<file path="src/rtl/branch_fu_pkg.sv">
// Shared types for the branch functional unit:
// CPU widths, branch op encoding and pipeline bundles.
package branch_fu_pkg;

  localparam int ROB_IDX = 5;
  localparam int PRF_IDX = 6;

  typedef enum logic [2:0] {
    BEQ  = 3'd0,
    BNE  = 3'd1,
    BLT  = 3'd2,
    BGE  = 3'd3,
    BLTU = 3'd4,
    BGEU = 3'd5,
    JAL  = 3'd6,
    JALR = 3'd7
  } br_op_t;

  typedef struct packed {
    logic [ROB_IDX-1:0] rob_id;
    logic [31:0]        pc;
    logic [31:0]        rs1;
    logic [31:0]        rs2;
    logic [31:0]        imm;
    br_op_t             op;
    logic               pred_taken;
    logic [31:0]        pred_target;
    logic [PRF_IDX-1:0] rd_phy;
  } s1_entry_t;

  typedef struct packed {
    logic [ROB_IDX-1:0] rob_id;
    logic               miss;
    logic [31:0]        next_pc;
    logic               wr_rd;
    logic [PRF_IDX-1:0] rd_phy;
    logic [31:0]        link;
  } s2_entry_t;

endpackage

</file>
<file path="src/rtl/branch_compare.sv">
// Combinational branch resolver:
// direction and target for one branch/jump uop.
module branch_compare
  import branch_fu_pkg::*;
(
  input  br_op_t      op_i,
  input  logic [31:0] pc_i,
  input  logic [31:0] rs1_i,
  input  logic [31:0] rs2_i,
  input  logic [31:0] imm_i,
  output logic        taken_o,
  output logic [31:0] target_o
);

  logic [31:0] jalr_sum;

  assign jalr_sum = rs1_i + imm_i;

  always_comb begin
    taken_o  = 1'b0;
    target_o = pc_i + imm_i;
    unique case (op_i)
      BEQ:  taken_o = (rs1_i == rs2_i);
      BNE:  taken_o = (rs1_i != rs2_i);
      BLT:  taken_o = ($signed(rs1_i) < $signed(rs2_i));
      BGE:  taken_o = ($signed(rs1_i) >= $signed(rs2_i));
      BLTU: taken_o = (rs1_i < rs2_i);
      BGEU: taken_o = (rs1_i >= rs2_i);
      JAL:  taken_o = 1'b1;
      JALR: begin
        taken_o  = 1'b1;
        target_o = {jalr_sum[31:1], 1'b0};
      end
    endcase
  end

endmodule

</file>
<file path="src/rtl/branch_fu.sv">
// Two-stage branch unit: S1 holds the issued uop,
// S2 holds the resolution until its CDB slot retires it.
module branch_fu
  import branch_fu_pkg::*;
(
  input  logic               clk,
  input  logic               rst_n,
  input  logic               issue_valid,
  output logic               issue_ready,
  input  logic [ROB_IDX-1:0] issue_rob_id,
  input  logic [31:0]        issue_pc,
  input  logic [31:0]        issue_rs1_v,
  input  logic [31:0]        issue_rs2_v,
  input  logic [31:0]        issue_imm,
  input  logic [2:0]         issue_br_op,
  input  logic               issue_pred_taken,
  input  logic [31:0]        issue_pred_target,
  input  logic [PRF_IDX-1:0] issue_rd_phy,
  input  logic               flush,
  output logic               cdb_valid,
  input  logic               cdb_ready,
  output logic [PRF_IDX-1:0] cdb_rd_phy,
  output logic [31:0]        cdb_rd_v,
  output logic               br_cdb_valid,
  output logic [ROB_IDX-1:0] br_cdb_rob_id,
  output logic               br_cdb_miss_predict,
  output logic [31:0]        br_cdb_target_address
);

  s1_entry_t   s1_q, s1_d;
  s2_entry_t   s2_q, s2_d;
  logic        s1_valid_q, s1_valid_d;
  logic        s2_valid_q, s2_valid_d;
  logic        live, accept;
  logic        s1_adv, s2_done;
  logic        taken;
  logic [31:0] target;

  assign live    = rst_n & ~flush;
  assign s2_done = s2_valid_q & (~s2_q.wr_rd | cdb_ready);
  assign s1_adv  = s1_valid_q & (~s2_valid_q | s2_done);

  assign issue_ready = live & (~s1_valid_q | s1_adv);
  assign accept      = issue_valid & issue_ready;

  always_comb begin
    s1_d.rob_id      = issue_rob_id;
    s1_d.pc          = issue_pc;
    s1_d.rs1         = issue_rs1_v;
    s1_d.rs2         = issue_rs2_v;
    s1_d.imm         = issue_imm;
    s1_d.op          = br_op_t'(issue_br_op);
    s1_d.pred_taken  = issue_pred_taken;
    s1_d.pred_target = issue_pred_target;
    s1_d.rd_phy      = issue_rd_phy;
  end

  branch_compare u_cmp (
    .op_i     (s1_q.op),
    .pc_i     (s1_q.pc),
    .rs1_i    (s1_q.rs1),
    .rs2_i    (s1_q.rs2),
    .imm_i    (s1_q.imm),
    .taken_o  (taken),
    .target_o (target)
  );

  always_comb begin
    s2_d.rob_id  = s1_q.rob_id;
    s2_d.rd_phy  = s1_q.rd_phy;
    s2_d.link    = s1_q.pc + 32'd4;
    s2_d.next_pc = taken ? target : s2_d.link;
    s2_d.wr_rd   = ((s1_q.op == JAL) || (s1_q.op == JALR))
                 && (s1_q.rd_phy != '0);
    s2_d.miss    = (taken != s1_q.pred_taken)
                 || (taken && (target != s1_q.pred_target));
  end

  assign s1_valid_d = accept | (s1_valid_q & ~s1_adv);
  assign s2_valid_d = s1_adv | (s2_valid_q & ~s2_done);

  always_ff @(posedge clk) begin
    if (!rst_n) begin
      s1_valid_q <= 1'b0;
      s2_valid_q <= 1'b0;
    end else if (flush) begin
      s1_valid_q <= 1'b0;
      s2_valid_q <= 1'b0;
    end else begin
      s1_valid_q <= s1_valid_d;
      s2_valid_q <= s2_valid_d;
    end
  end

  // Payload is never reset; the valid bits alone qualify it.
  always_ff @(posedge clk) begin
    if (accept)
      s1_q <= s1_d;
    if (live && s1_adv)
      s2_q <= s2_d;
  end

  assign cdb_valid  = live & s2_valid_q & s2_q.wr_rd;
  assign cdb_rd_phy = s2_q.rd_phy;
  assign cdb_rd_v   = s2_q.link;

  assign br_cdb_valid          = live & s2_done;
  assign br_cdb_rob_id         = s2_q.rob_id;
  assign br_cdb_miss_predict   = s2_q.miss;
  assign br_cdb_target_address = s2_q.next_pc;

endmodule
</file>
<file path="config.mk">
export PLATFORM = sky130hd
export DESIGN_NAME = branch_fu
export DESIGN_NICKNAME = d
export VERILOG_FILES = /design/src/rtl/branch_fu_pkg.sv /design/src/rtl/branch_compare.sv /design/src/rtl/branch_fu.sv
export SDC_FILE = /design/constraint.sdc
export NUM_CORES = 1
export LEC_CHECK = 0
export BUFFER_PORTS_ARGS = -buffer_cell sky130_fd_sc_hd__buf_4
export CAP_MARGIN = 20
export CORE_MARGIN = 4
export CORE_UTILIZATION = 60
export CTS_CLUSTER_DIAMETER = 50
export DETAILED_ROUTE_END_ITERATION = 7
export MAX_ROUTING_LAYER = met4
export PLACE_DENSITY = 0.88
export SYNTH_ARGS = -nofsm -noshare
export SYNTH_HDL_FRONTEND = slang
export SYNTH_SLANG_ARGS = --single-unit
</file>
<file path="constraint.sdc">
create_clock -name clk -period 9.21 [get_ports clk]
set_input_delay 0.921 -clock clk [delete_from_list [all_inputs] [get_ports clk]]
set_output_delay 0.921 -clock clk [all_outputs]
set_load 0.01 [all_outputs]
</file>
==> impl_results.md, run 1 <==
- HPWL after DPL: approximately 30 mm
- Die ar.: 27,800 µm²
- Top sig layer: met4
- Worst R2R Setup Slack: 4.83 ns
- Outcome: complete, no violations
- Vias in the first global route: roughly 11,000
- Setup TNS: 0 ns
- Commonest register cell after synthesis: edfxtp_1
- RR Endpoint: br_cdb_miss_predict
- Leakage power: slightly below 0.007 µW
- Largest net degree at the start of global routing: 71
- Origin of the worst setup path: s1_q[137]
- Layout cells sized above 1: a little over a fifth
- Max clock buf depth: 3
- Initial Util: approximately three fifths
- Die H: 167 µm
- PwrDens: 166 nW/µm²
- H-Tree Depth: 1
- RSZ-0062 raised after global routing: no
- Die X: between 150 and 200 µm
- First DRT Iteration DRCs: around 1,200
- Routed wl met2: between 15 and 20 mm
- Post-synth ARST share: 0%
- Initial antenna violation count: 0
- Clock net sink count: about 250
- Worst VDD drop: 0.137 mV
- Max Clk Rate: around 230 MHz
- Most frequent cells in the layout: buf_4, edfxtp_1, a21oi_1, ha_1, nor2_1
- Power consumption: between 2000 and 3000 µW
- Avg WL per Cell: between 20 and 25 µm
- Cts repair resizes: 0
- Vias: about 11,000
- Final hold violation count: 0
- Via-per-instance ratio: 6.05
- Global-route wire length before repair: approximately 60 mm
- Total core area: ~25,000 µm²
- Tightest Pin Transition: 0.866 ns
- Syn Nets: roughly 1,700
- Reg-to-reg startpoint: s1_q[137]
- Max Cap Viol: 0
- # DRC: 0
- Clock Skews: approximately 0.016 ns
- Synth unique cells: just over 80
- TritonCTS buffer count: 27
- DRT Pass-1 Iters: 5
- Part of the cycle the worst path needs: a little under half
- Critical Path Start Type: flip-flop
- Total Routing Usage GR: 28.0%
- Critical Path RT: ~9.5 ns
- Port Buffers: around 260
- CP Capture Type: flip-flop
- Crit path time final: ~4.4 ns
- Slew Limit Fails: 0
- M1 WL: roughly 17 mm
- Clk root buf: clkbuf_16
- Total routed wirelength: between 30 and 40 mm
- Syn_area_per_cell: between 10 and 15 µm²
- Final WS setup: between 4 and 5 ns
- Final number of setup-violating endpoints: 0
- Crit path capture: br_cdb_miss_predict
- Final ANT Viol Nets: 0
- Yosys reg bits: 254
- Reg clk slew, reported paths: 0.06 ns
- Clock Latency Late Sink: 0.54 ns
- Hold WC Path Type: reg2reg
- Setup CP Type: reg2reg
- Setup bufs post-CTS: 0
- Final core occ: between 70% and 80%
- Net count, final: 1,819
- Top Ports: ~260
- Mapped cell area: around 15,000 µm²
- Met3 wire length: roughly 4 mm
- Pre-CTS setup slack: 4.82 ns
- Fin Hold WS: roughly 0.43 ns
- Post-CTS Hold Fix Bufs: 0
- Mapped Cells: 1,379
- Worst r2r path cells: 13
- Row count: between 50 and 60
- Max FO, Critical Path: between 60 and 70
- Worst Path Arrival: 4.67 ns
- YS warnings: 0
- CTS tree: built
- GRT overflow: 0
- Area grow syn2layout: 16.3%
- Sequential share of the synthesized area: a little over 50%
- Slew HR: a little over two fifths
- Routability Congestion: 0.998
- Commonest non-fill, non-tap cell in the layout: buf_4
- Post-synth EDFFs: between 200 and 300
- Ant diodes: 0
## where the power goes
part,internal (µW),switching [µW]
combinational,227,313
sequential,1330,37.8
clock,571,444
## area by class of cell
| cell class | instances | area, µm² |
|---|---|---|
| inverter | 61 | 229 |
| clock buffer | 32 | 694 |
| multi-input combinational | 935 | 6520 |
| tap | 324 | 405 |
| fill | 1708 | 6970 |
| timing repair buffer | 264 | 1980 |
| clock inverter | 17 | 134 |
| sequential | 254 | 7610 |
## through the flow
step | instance area, µm² | std cells
6_report | 17600 | 1887
2_1_floorplan | 15100 | 1379
3_5_place_dp | 16700 | 1838
3_3_place_gp | 16700 | 1838
4_1_cts | 17600 | 1887
5_1_grt | 17600 | 1887
## worst min-delay path by stage
stage	from	endpoint	slack [ns]	cells after the start
floorplan	s1_q[170]	br_cdb_rob_id[0]	0.40	0
global route	s1_q[171]	br_cdb_rob_id[1]	0.43	0
CTS	s1_q[172]	br_cdb_rob_id[2]	0.42	0
global placement	s1_q[174]	br_cdb_rob_id[4]	0.40	0
detailed placement	s1_q[173]	br_cdb_rob_id[3]	0.40	0
finish	s1_q[172]	br_cdb_rob_id[2]	0.43	0
## worst max-delay path, cell delays in order (launching register included)
cell      delay, ns
edfxtp_1       0.47
ha_1           0.39
and4_1         0.26
nor4b_1        0.52
or2_1          0.19
o31a_1         0.21
a21oi_1        0.10
mux2i_1        0.17
a221oi_4       0.30
buf_4          0.56
and4_1         0.33
nand4_1        0.18
nor4_1         0.32
nor2_1         0.07
## per-layer routing
metal,vias to the layer above,global-route usage (%)
li1,5442,-
met1,5390,40.5
met2,533,42.7
met3,47,4.17
met4,0,6.15
met5,-,-
## kinds of logic after synthesis
| logic type | after synthesis | synth area share (%) |
|---|---|---|
| and+or+nand+nor | 378 | 12.7 |
| AOI/OAI and AO/OA | 337 | 14.7 |
| DFF | 254 | 50.4 |
| buffers and inverters | 190 | 6.69 |
| xor gates and xnor gates | 109 | 6.41 |
| adders and majority gates | 96 | 8.05 |
| muxes | 15 | 1.12 |
## state kept, by name, summed over array words and instances, names as in the netlist
| signal | cells |
|---|---|
| cdb_rd_phy | 6 |
| s2_q | 1 |
| s1_valid_q | 1 |
| br_cdb_miss_predict | 1 |
| br_cdb_rob_id | 5 |
| s1_q | 175 |
| br_cdb_target_address | 32 |
| cdb_rd_v | 32 |
| s2_valid_q | 1 |
## cells in the mapped netlist, types with 5 or more instances
cell type,instances,area (µm²)
buf_4,75,563
xor2_1,43,377
edfxtp_1,252,7570
nand3_1,39,195
or3_1,9,56.3
nor2_1,94,353
nand4b_1,6,52.6
o21bai_1,9,67.6
o31ai_1,5,37.5
a221oi_1,5,43.8
nor4_1,8,50.1
a21o_1,19,143
o21a_1,11,82.6
a21oi_1,113,566
buf_2,7,35.0
mux2i_1,9,90.1
a31oi_1,13,81.3
o21ai_1,11,55.1
nand3b_1,9,67.6
nor3_1,24,120
o211ai_1,13,97.6
mux2_2,5,56.3
nor3b_1,6,45.0
xnor2_1,65,569
ha_1,94,1180
clkbuf_1,43,161
inv_1,61,229
nand2b_1,11,68.8
nor2b_1,5,31.3
o21ai_0,54,270
and3_1,22,138
a211oi_1,17,128
and2_1,5,31.3
a22oi_1,6,45.0
nand2_1,82,308
nand4_1,40,250
Note: power is estimated with default switching activity, not from simulation.
==> run 2: changes to the inputs <==
- CORE_UTILIZATION: 60 -> 52
- PLACE_DENSITY: 0.88 -> 0.81
- clock period: 9.21 -> 3.9 ns (I/O delays scaled with it)
==> impl_results.md, run 2 (same netlist as run 1, synthesis figures left out) <==
- Slew HR: a little under three fifths
- Port Buffers: roughly 260
- Worst VDD drop: between 0.3 and 0.4 mV
- Net count, final: approximately 2,000
- Initial Util: between 50 and 60%
- Area grow syn2layout: 27.7%
- CP Capture Type: flip-flop
- Clock net sink count: about 250
- Hold WC Path Type: in2reg
- Final number of setup-violating endpoints: 0
- Max Cap Viol: 0
- Setup CP Type: reg2reg
- Final hold violation count: 0
- Most flops, register: s1_q
- GRT overflow: 0
- Reg clk slew, reported paths: around 0.060 ns
- Critical Path Start Type: flip-flop
- Reg-to-reg startpoint: s1_q[137]
- Avg WL per Cell: 20.8 µm
- Clk root buf: clkbuf_16
- Max FFs per register: roughly 180
- Post-DP Area: 17,100 µm²
- Comb power frac: roughly a fifth
- Global-route wire length before repair: approximately 63 mm
- Part of the cycle the worst path needs: 98.4%
- Ant diodes: 0
- Crit path time final: roughly 3.8 ns
- Clock Skews: ~0.017 ns
- # DRC: 0
- Sw frac: a little over a quarter
- Vias in the first global route: around 11,000
- Die H: about 180 µm
- Hold path depth: 1
- HPWL after DPL: around 32 mm
- TritonCTS buffer count: 30
- Worst R2R Setup Slack: 0.06 ns
- Tightest Pin Transition: between 0.6 and 0.7 ns
- Outcome: complete, no violations
- Worst Path Arrival: 4.12 ns
- Via-per-instance ratio: around 5.8
- H-Tree Depth: 1
- Commonest non-fill, non-tap cell in the layout: buf_4
- Initial antenna violation count: 0
- Total core area: around 29,000 µm²
- Die X: approximately 180 µm
- Clock Latency Late Sink: approximately 0.56 ns
- Critical Path RT: between 4 and 5 ns
- Die ar.: 31,800 µm²
- Max Clk Rate: about 260 MHz
- Most frequent cells in the layout: buf_4, edfxtp_1, a21oi_1, dlygate4sd3_1, ha_1
- Hold_sp: issue_pc[26]
- Routability Congestion: between 0.9 and 1
- RR Endpoint: br_cdb_miss_predict
- Max FO, Critical Path: 5
- Top Ports: 259
- Vias: about 12,000
- Row count: 62
- Final core occ: between 60% and 70%
- Total routed wirelength: roughly 44 mm
- Clock share of power: 37.2%
- Max clock buf depth: 3
- Leakage power: 0.00761 µW
- CTS tree: built
- Seq pwr share: between 40% and 50%
- Sw power: approximately 2000 µW
- Slew Limit Fails: 0
- Largest net degree at the start of global routing: 116
- Layout cells sized above 1: 23.9%
- First DRT Iteration DRCs: 1,014
- Worst r2r path cells: 13
- Int Pwr: around 5400 µW
- DRT Pass-1 Iters: 7
- Total Routing Usage GR: between 20% and 30%
- Design area: approximately 19,000 µm²
- Final ANT Viol Nets: 0
- PwrDens: 385 nW/µm²
- Hold Crit Endpoint: s1_q[164]
## run 2: changes by cell type in the layout (fill, tap and decap cells not counted), moves of 3 or more
cell,before,now
clkinv_4,0,4
buf_4,264,305
clkbuf_16,27,31
buf_12,0,3
dlygate4sd3_1,0,101
clkinv_2,8,5
## run 2: cell type report
| type | instances | area (µm²) |
|---|---|---|
| sequential | 254 | 7610 |
| clock inverter | 17 | 170 |
| multi-input combinational | 935 | 6620 |
| tap | 384 | 480 |
| clock buffer | 39 | 826 |
| timing repair buffer | 409 | 3360 |
| fill | 2083 | 9410 |
| inverter | 61 | 229 |
## run 2: through the flow
stage	setup TNS, ns	setup slack [ns]	total power (µW)	cells	hold slack [ns]
finish	0	0.0631	7440	2099	0.00900
global route	-0.0282	-0.0282	7720	2099	-0.00419
CTS	0	0.0114	7400	2082	0.000220
detailed placement	0	0.0312	4560	1937	0.405
global placement	0	0.0650	4540	1937	0.401
floorplan	0	0.365	4070	1379	0.400
## run 2: worst max path at each step
stage	startpoint	to	slack (ns)
after detailed placement	s1_q[42]	br_cdb_miss_predict	0.03
after floorplan	cdb_ready	s1_q[0]	0.37
after global placement	s1_q[60]	br_cdb_miss_predict	0.06
after CTS	s1_q[43]	br_cdb_miss_predict	0.01
after global routing	s1_q[42]	br_cdb_miss_predict	-0.03
final	s1_q[137]	br_cdb_miss_predict	0.06
## run 2: power groups by stage
| stage | Sequential, µW | Combinational [µW] | Clock (µW) |
|---|---|---|---|
| floorplan | 3240 | 832 | 0 |
| global placement | 3270 | 1270 | 0 |
| detailed placement | 3270 | 1290 | 0 |
| CTS | 3210 | 1370 | 2810 |
| global route | 3230 | 1570 | 2930 |
| finish | 3220 | 1450 | 2770 |
## run 2: layer usage
metal  up-vias  wire length, µm  track usage [%]
met5         -                0                -
met4         0              962             5.76
met3        68             3840             4.66
met2       548            20300             41.4
met1      5739            18500             36.7
li1       5737                -                -
## run 2: worst max-delay path: stages (launching register included)
cell      delay (ns)
edfxtp_1        0.46
ha_1            0.40
and4_1          0.24
nor4b_1         0.47
buf_4           0.21
or2_1           0.09
o31a_1          0.19
a21oi_1         0.10
mux2i_1         0.18
a221oi_4        0.46
and4_1          0.26
nand4_1         0.15
nor4_2          0.29
nor2_1          0.07
## run 2: repair_timing
| item | in CTS | in global routing |
|---|---|---|
| hold buffers | 89 | 12 |
| endpoints found under the hold margin | 89 | 12 |
| gates resized for setup | 0 | 21 |
| buffers inserted | 0 | 5 |
| endpoints found under the setup margin | 0 | 1 |
